$ cat src/rtl/mulseq_pkg.sv
// Shared types, funct3 encodings and operand-sign helpers for the iterative multiplier.
// XLEN matches the core integer width configuration (64).
package mulseq_pkg;

  localparam int unsigned XLEN = 64;

  typedef enum logic [1:0] {IDLE, BUSY, FIX, DONE} statetype;

  localparam logic [2:0] MUL_F3    = 3'b000;
  localparam logic [2:0] MULH_F3   = 3'b001;
  localparam logic [2:0] MULHSU_F3 = 3'b010;
  localparam logic [2:0] MULHU_F3  = 3'b011;

  function automatic logic a_is_signed(input logic [2:0] f3);
    case (f3)
      MUL_F3, MULH_F3, MULHSU_F3: return 1'b1;
      MULHU_F3:                   return 1'b0;
      default:                    return 1'b0;
    endcase
  endfunction

  function automatic logic b_is_signed(input logic [2:0] f3);
    return (f3 == MUL_F3) || (f3 == MULH_F3);
  endfunction

  // Magnitude as unsigned XLEN; the most negative value maps to 2^(XLEN-1) without overflow.
  function automatic logic [XLEN-1:0] abs_operand(input logic [XLEN-1:0] x, input logic is_signed);
    return (is_signed && x[XLEN-1]) ? -x : x;
  endfunction

endpackage

$ cat src/rtl/mulseq_mulstep.sv
// Combinational STEP-bit conditional shift-add: adds mcand<<i for each set multiplier bit i.
module mulstep
  import mulseq_pkg::*;
#(
  parameter int unsigned STEP = 2
) (
  input  logic [2*XLEN-1:0] acc,
  input  logic [2*XLEN-1:0] mcand,
  input  logic [STEP-1:0]   mbits,
  output logic [2*XLEN-1:0] acc_next
);

  always_comb begin
    acc_next = acc;
    for (int i = 0; i < int'(STEP); i++) begin
      if (mbits[i]) acc_next = acc_next + (mcand << i);
    end
  end

endmodule

$ cat src/rtl/mulseq.sv
// Iterative shift-add multiply sequencer retiring STEP multiplier bits per cycle.
// Define MUL_EARLY_OUT_EN to leave BUSY as soon as the remaining multiplier bits are zero.
module mulseq
  import mulseq_pkg::*;
#(
  parameter int unsigned STEP = 2
) (
  input  logic                clk,
  input  logic                reset,
  input  logic                StallM,
  input  logic                FlushE,
  input  logic                FlushM,
  input  logic                MulStartE,
  input  logic [XLEN-1:0]     ForwardedSrcAE,
  input  logic [XLEN-1:0]     ForwardedSrcBE,
  input  logic [2:0]          Funct3E,
  output logic                MulBusyE,
  output logic [2*XLEN-1:0]   ProdM
);

  localparam int unsigned ITERS = XLEN / STEP;
  localparam int unsigned CNT_W = (ITERS > 1) ? $clog2(ITERS) : 1;
  localparam logic [CNT_W-1:0] LAST_CNT = CNT_W'(ITERS - 1);

  statetype            state_q, state_d;
  logic [2*XLEN-1:0]   acc_q, acc_d;
  logic [2*XLEN-1:0]   mcand_q, mcand_d;
  logic [XLEN-1:0]     mult_q, mult_d;
  logic [CNT_W-1:0]    count_q, count_d;
  logic                neg_q, neg_d;
  logic [2*XLEN-1:0]   prod_q, prod_d;
  logic [2*XLEN-1:0]   acc_step;
  logic                neg_a, neg_b, last_iter;

  mulstep #(.STEP(STEP)) u_mulstep (
    .acc      (acc_q),
    .mcand    (mcand_q),
    .mbits    (mult_q[STEP-1:0]),
    .acc_next (acc_step)
  );

  // Stall request depends only on state and MulStartE, never on the operands.
  assign MulBusyE = ((state_q == IDLE) && MulStartE) || (state_q == BUSY) || (state_q == FIX);
  assign ProdM    = prod_q;

  always_comb begin
    state_d   = state_q;
    acc_d     = acc_q;
    mcand_d   = mcand_q;
    mult_d    = mult_q;
    count_d   = count_q;
    neg_d     = neg_q;
    last_iter = 1'b0;
    neg_a     = a_is_signed(Funct3E) && ForwardedSrcAE[XLEN-1];
    neg_b     = b_is_signed(Funct3E) && ForwardedSrcBE[XLEN-1];

    case (state_q)
      IDLE: begin
        if (MulStartE && !FlushE) begin
          mult_d  = abs_operand(ForwardedSrcBE, b_is_signed(Funct3E));
          mcand_d = {{XLEN{1'b0}}, abs_operand(ForwardedSrcAE, a_is_signed(Funct3E))};
          acc_d   = '0;
          count_d = '0;
          neg_d   = neg_a ^ neg_b;
          state_d = BUSY;
        end
      end
      BUSY: begin
        acc_d   = acc_step;
        mcand_d = mcand_q << STEP;
        mult_d  = mult_q >> STEP;
        count_d = count_q + CNT_W'(1);
`ifdef MUL_EARLY_OUT_EN
        last_iter = (count_q == LAST_CNT) || (mult_d == '0);
`else
        last_iter = (count_q == LAST_CNT);
`endif
        if (last_iter) state_d = FIX;
      end
      FIX: begin
        if (neg_q) acc_d = -acc_q;
        state_d = DONE;
      end
      DONE: begin
        if (!StallM) state_d = IDLE;
      end
      default: state_d = IDLE;
    endcase

    if (FlushE) state_d = IDLE;

    // Product register: clear wins over the DONE capture.
    if (FlushM)                            prod_d = '0;
    else if ((state_q == DONE) && !StallM) prod_d = acc_q;
    else                                   prod_d = prod_q;
  end

  always_ff @(posedge clk) begin
    if (reset) begin
      state_q <= IDLE;
      acc_q   <= '0;
      mcand_q <= '0;
      mult_q  <= '0;
      count_q <= '0;
      neg_q   <= 1'b0;
      prod_q  <= '0;
    end else begin
      state_q <= state_d;
      acc_q   <= acc_d;
      mcand_q <= mcand_d;
      mult_q  <= mult_d;
      count_q <= count_d;
      neg_q   <= neg_d;
      prod_q  <= prod_d;
    end
  end

endmodule

$ cat config.mk
export PLATFORM = sky130hd
export DESIGN_NAME = mulseq
export DESIGN_NICKNAME = d
export VERILOG_FILES = /design/src/rtl/mulseq_pkg.sv /design/src/rtl/mulseq_mulstep.sv /design/src/rtl/mulseq.sv
export SDC_FILE = /design/constraint.sdc
export NUM_CORES = 2
export LEC_CHECK = 0
export CAP_MARGIN = 0
export CORE_MARGIN = 3
export CORE_UTILIZATION = 50
export DETAILED_ROUTE_END_ITERATION = 8
export PLACE_DENSITY_LB_ADDON = 0.15
export SYNTH_ARGS = -nofsm -noshare
export SYNTH_HDL_FRONTEND = slang
export SYNTH_HIERARCHICAL = 1
export SYNTH_SLANG_ARGS = --single-unit
$ cat constraint.sdc
create_clock -name clk -period 9.7 [get_ports clk]
set_input_delay 1.94 -clock clk [delete_from_list [all_inputs] [get_ports clk]]
set_output_delay 1.94 -clock clk [all_outputs]
set_load 0.01 [all_outputs]
### Word level (Yosys, flattened, before mapping)

Index checks and enable logic that the tools add are counted.

| word-level totals | value |
|---|---|
| word-level logic and storage cells | 66 |
| register bits | 456 |

| operators by class | value |
|---|---|
| bitwise logic cells | 1 |
| muxes and demuxes | 20 |
| reductions and logical operators | 22 |
| equal/unequal tests | 10 |
| add/sub/neg operators | 6 |

Operators with widths:

| cell | number |
|---|---|
| $mux W128 | 5 |
| $pmux W128 S3 | 1 |
| $add A128 B128 Y128 | 2 |
| $pmux W128 S2 | 1 |
| $mux W64 | 3 |
| $neg A128 Y128 | 1 |
| $neg A64 Y64 | 2 |
| $pmux W64 S2 | 1 |
| $pmux W5 S2 | 1 |
| $pmux W2 S4 | 1 |
| $logic_and A1 B1 Y1 | 6 |
| $mux W2 | 3 |
| $reduce_and A3 Y1 | 2 |
| $add A5 B1 Y5 const B | 1 |
| $eq A5 B5 Y1 const B | 1 |
| $mux W5 | 1 |
| $eq A2 B2 Y1 const B | 2 |
| $ne A2 B1 Y1 const B | 2 |
| $ne A2 B2 Y1 const B | 2 |
| $reduce_and A2 Y1 | 2 |
| $reduce_or A2 Y1 | 2 |
| $eq A3 B1 Y1 const B | 1 |
| $eq A3 B2 Y1 const B | 1 |
| $logic_not A3 Y1 | 1 |
| other kinds (9) | 14 |

### Longest topological paths before layout

| logic depth | value |
|---|---|
| depth in word-level cells | 9 |
| mapped depth | 33 |
| gate-level depth less buffers | 33 |

### Modules after synthesis

The synthesis kept the hierarchy.

Modules (own cells, without submodules):

| module | times used | cells an instance | area each (um2) |
|---|---|---|---|
| mulseq | 1 | 3244 | 24563.6 |
| mulstep | 1 | 2832 | 19009.5 |

### Worst setup path before layout

No wires, ideal clock.

| timing path | value |
|---|---|
| path type | flip-flop to flip-flop |
| from | register acc_q[0] |
| to | register acc_q[121] |
| setup time | 128 ps |
| data arrival time | 6538 ps |
| slack | 3035 ps |
| buffers on the path | 1 |
| required time | 9572 ps |
| stages on the path, launching flop included | 33 |
| cell sequence | dfxtp_1 ha_1 inv_1 fa_1 nor2b_1 o2111ai_1 nand2_1 a21boi_1 nand2b_1 a31oi_1 o31ai_1 a21oi_1 o41ai_1 a211oi_1 xnor2_1 mux2_2 ha_1 clkbuf_1 nand2_1 or4_1 nor4_1 nand2_1 nor2_1 or3_1 a221oi_1 o22ai_1 o21ai_2 o31ai_1 a221oi_2 xnor2_1 mux2_2 a221oi_1 o21ai_1 |

| on the way | value |
|---|---|
| cells in the longest elaborated chain, start to end | 5 |
| elaborated cells between the ends (all ways) | 7 |
| classes of those cells | 3 x add/sub; 4 x mux |

Ends and longest elaborated chain:

| element | line | RTL |
|---|---|---|
| start, declared | mulseq.sv:26 | `logic [2*XLEN-1:0] acc_q, acc_d;` |
| start signal, assigned | mulseq.sv:101 | `acc_q <= '0;` |
| start signal, assigned | mulseq.sv:109 | `acc_q <= acc_d;` |
| $add A128 B128 Y128 | mulseq_mulstep.sv:16 | `if (mbits[i]) acc_next = acc_next + (mcand << i);` |
| $mux W128 * | mulseq_mulstep.sv:16 |  |
| $add A128 B128 Y128 | mulseq_mulstep.sv:16 |  |
| $mux W128 * | mulseq_mulstep.sv:16 |  |
| net acc_step[121] | mulseq.sv:32 | `logic [2*XLEN-1:0] acc_step;` |
| $pmux W128 S3 * | mulseq.sv:57 | `case (state_q)` |

The timed path passes the listed nets; every way through them passes the cells marked *. The select of a mux whose other input is x is not followed.
A chain may end at the register's enable or synchronous reset.

### Worst setup path after layout

Ends and elaborated chain as after synthesis.

==> impl_metrics.ini <==
[outcome]
status = finished clean

[timing]
finalMaxSlewViolations = 0
period_share = 0.889
setup_viol = 0
rsz0062_at_grt = no
skew_ns = 0.0336
hold_viol = 0
timing.fmax_ghz = 0.116
slew_headroom = 0.165
tns_ns = 0
worstMarginPinSlew_ns = 1.24
finalCriticalPeriod_ns = 8.62

[setup_path]
startpoint_type = flop
worstPathMaxFanout = 8
cpPeakStageDelay_ns = 0.79
reg2reg_depth = 31
critPathSlowestCell = o31ai_1
critical_path_arrival_ns = 9.15
critPathKind = flop to flop
crit_top_cell = nand2_1
cp-end-kind = flop
required_ns = 10.23

[clocking]
cts_hold_buf = 0
worstSkewPairLatency_ns = 0.67
cts_setup_buffers = 0
clk_path_buf_depth = 3
tritoncts = done
cts_root_buf = clkbuf_16
htreeDepth = 2
numCtsBuffers = 56
clkSlewWorstSetupHoldPaths_ns = 0.06
clock_sink_count = 456
cts_resized = 0

[placed_design]
numPortBuffers = 265
dp_hpwl_um = 135000
place_area_um2 = 46700
place_congestion = 1.07

[drt]
postRouteAntennaNets = 0
dr_total_vias = 48400
dr.pass1.iters = 6
wl_um = 177000
wl_per_cell_um = 24.5
drtIter0Drc = 5439
viasPerCell = 6.68
drc = 0

[yosys]
async_flop_share = 0
synthCells = 6076
avgSynthCellArea_um2 = 7.17
syn_area_um2 = 43600
ys_seq_elements = 456
synth_top_area_cell = dfxtp_1
synth_ff_type = dfxtp_1
yosysTopAreaCellShare = 0.210
synth_edf_count = 0
syn_nets = 6494
synth_cell_type_count = 114
yosys-top-cells-area = dfxtp_1 (21%), ha_1 (8.0%), nand2_1 (7.3%), a21oi_1 (7.0%), nor2_1 (4.1%)
ys_seq_area_frac = 0.210
ys_warn_count = 6

[hold_path]
hp-class = flop to flop
min_path_cells = 2

[power_and_ir_drop]
peakVddDrop_v = 0.000128
p_leak_nw = 19.3
total_power_mw = 5.02
p_per_area_nw_per_um2 = 103

[layout]
syn_to_final_growth_pct = 11.4
final_core_util = 0.566
fillCellCount = 8424
final_layout_size_suffix_gt1_frac = 0.0699
fin_area_um2 = 48500
diodes = 0
final_nets = 6469

[floorplan]
pin_count = 266
placementRows = 107
start_util = 0.508
coreArea_um2 = 85800
die_y_um = 301
dieArea_um2 = 90700
chipWidth_um = 301

[grt]
grt_overflow_total = 0
grtUsageTotal = 0.373
grt_max_degree = 83
grt_pass1_wl_um = 268000
grt_pass1_vias = 44900
antenna_found_initial = 0

[flow_run]
drv_cap = 0
power breakdown:
part	leakage, nW	switching (mW)	internal (mW)	total (mW)
Combinational	14.7	0.609	0.310	0.919
Sequential	3.69	0.0567	1.91	1.97
Clock	0.886	0.927	1.21	2.13
Total	19.3	1.59	3.43	5.02
placed cells by master (no fill, tap or decap), types with 157 or more instances in the layout:
| cell | n |
|---|---|
| mux2_2 | 157 |
| clkdlybuf4s50_1 | 264 |
| a21o_1 | 193 |
| ha_1 | 278 |
| a21oi_1 | 608 |
| xnor2_1 | 190 |
| nand4_1 | 161 |
| o21ai_0 | 343 |
| dfxtp_1 | 454 |
| nor2_1 | 474 |
| nor3_1 | 191 |
| nand2_1 | 846 |
critical path, delay by kind of cell, from the launching register on:
family                     cells  cell delay, ns
AOI/OAI and AO/OA             14            4.17
buffers and inverters          1            0.07
DFF                            1            0.44
adders and majority gates      3            1.08
muxes                          2            0.55
xor gates and xnor gates       2            0.30
and+or+nand+nor                9            1.86
state kept, by name, indices dropped and copies added, names as in the netlist:
name,flops
ProdM,128
acc_q,128
count_q,5
mcand_q,128
mult_q,64
neg_q,1
state_q,2
final timing paths:
| path | startpoint | end | slack (ns) |
|---|---|---|---|
| max reg2reg | acc_q[0] | acc_q[121] | 1.08 |
| min | mult_q[26] | mult_q[26] | 0.45 |
| max | acc_q[0] | acc_q[121] | 1.08 |
| min reg2reg | mult_q[26] | mult_q[26] | 0.45 |
synth_stat cells (15+ instances only):
library cell  instances
nand2_1             848
a21oi_1             610
nor2_1              477
dfxtp_1             456
clkbuf_1            379
o21ai_0             343
ha_1                279
a21o_1              193
nor3_1              192
xnor2_1             190
nand4_1             161
mux2_2              157
nand3_1             151
xor2_1              149
inv_1               113
a22oi_1             105
nor4_1              103
a31oi_1             102
o21bai_1             78
and3_1               70
or3_1                67
or4_1                53
o211ai_1             52
o31ai_1              51
mux2i_1              47
a221oi_1             36
nand2b_1             36
o21a_1               36
nor2b_1              32
o31a_1               28
a211oi_1             27
or2_2                24
o21ai_1              23
a211o_1              22
and2_1               20
a21boi_0             19
a221o_1              19
a2111oi_0            18
buf_1                18
o22ai_1              17
o41ai_1              17
buf_2                16
nor3b_1              16
and4_1               15
routing by layer:
| layer | wire length (µm) | part of all wire | up-vias | global-route usage |
|---|---|---|---|---|
| li1 | - | - | 22500 | - |
| met3 | 16200 | 0.091 | 509 | 0.0595 |
| met1 | 72800 | 0.41 | 22900 | 0.488 |
| met4 | 9770 | 0.055 | 0 | 0.188 |
| met2 | 78500 | 0.44 | 2512 | 0.594 |
| met5 | 0 | 0 | - | 0 |
per-stage QoR:
step | setup WS (ns) | hold slack, ns | instances
after floorplan | 3.03 | 0.425 | 6076
after global placement | 1.30 | 0.435 | 7137
after detailed placement | 1.22 | 0.442 | 7137
after CTS | 1.17 | 0.451 | 7239
after global routing | 0.680 | 0.468 | 7239
final | 1.08 | 0.449 | 7239
cells by family (layout without fill, tap and decap cells):
group                      Yosys count  in the layout  synth area share
and+or+nand+nor                   2316           2316             0.254
muxes                              206            206            0.0519
adders and majority gates          281            281            0.0810
buffers and inverters              533            552            0.0469
xor gates and xnor gates           340            340            0.0687
DFF                                456            456             0.210
AOI/OAI and AO/OA                 1944           1944             0.288
layout make-up:
type                    instances  area [µm²]  share of cell area
inverters                     115         433             0.00892
repair buffers                335        3180              0.0655
flip-flops and latches        456        9140               0.188
multi-input cells            5087       32600               0.670
clock buffers                  82        1620              0.0333
clock inverters                20         198             0.00407
well taps                    1144        1430              0.0295
Note: power is estimated with default switching activity, not from simulation.
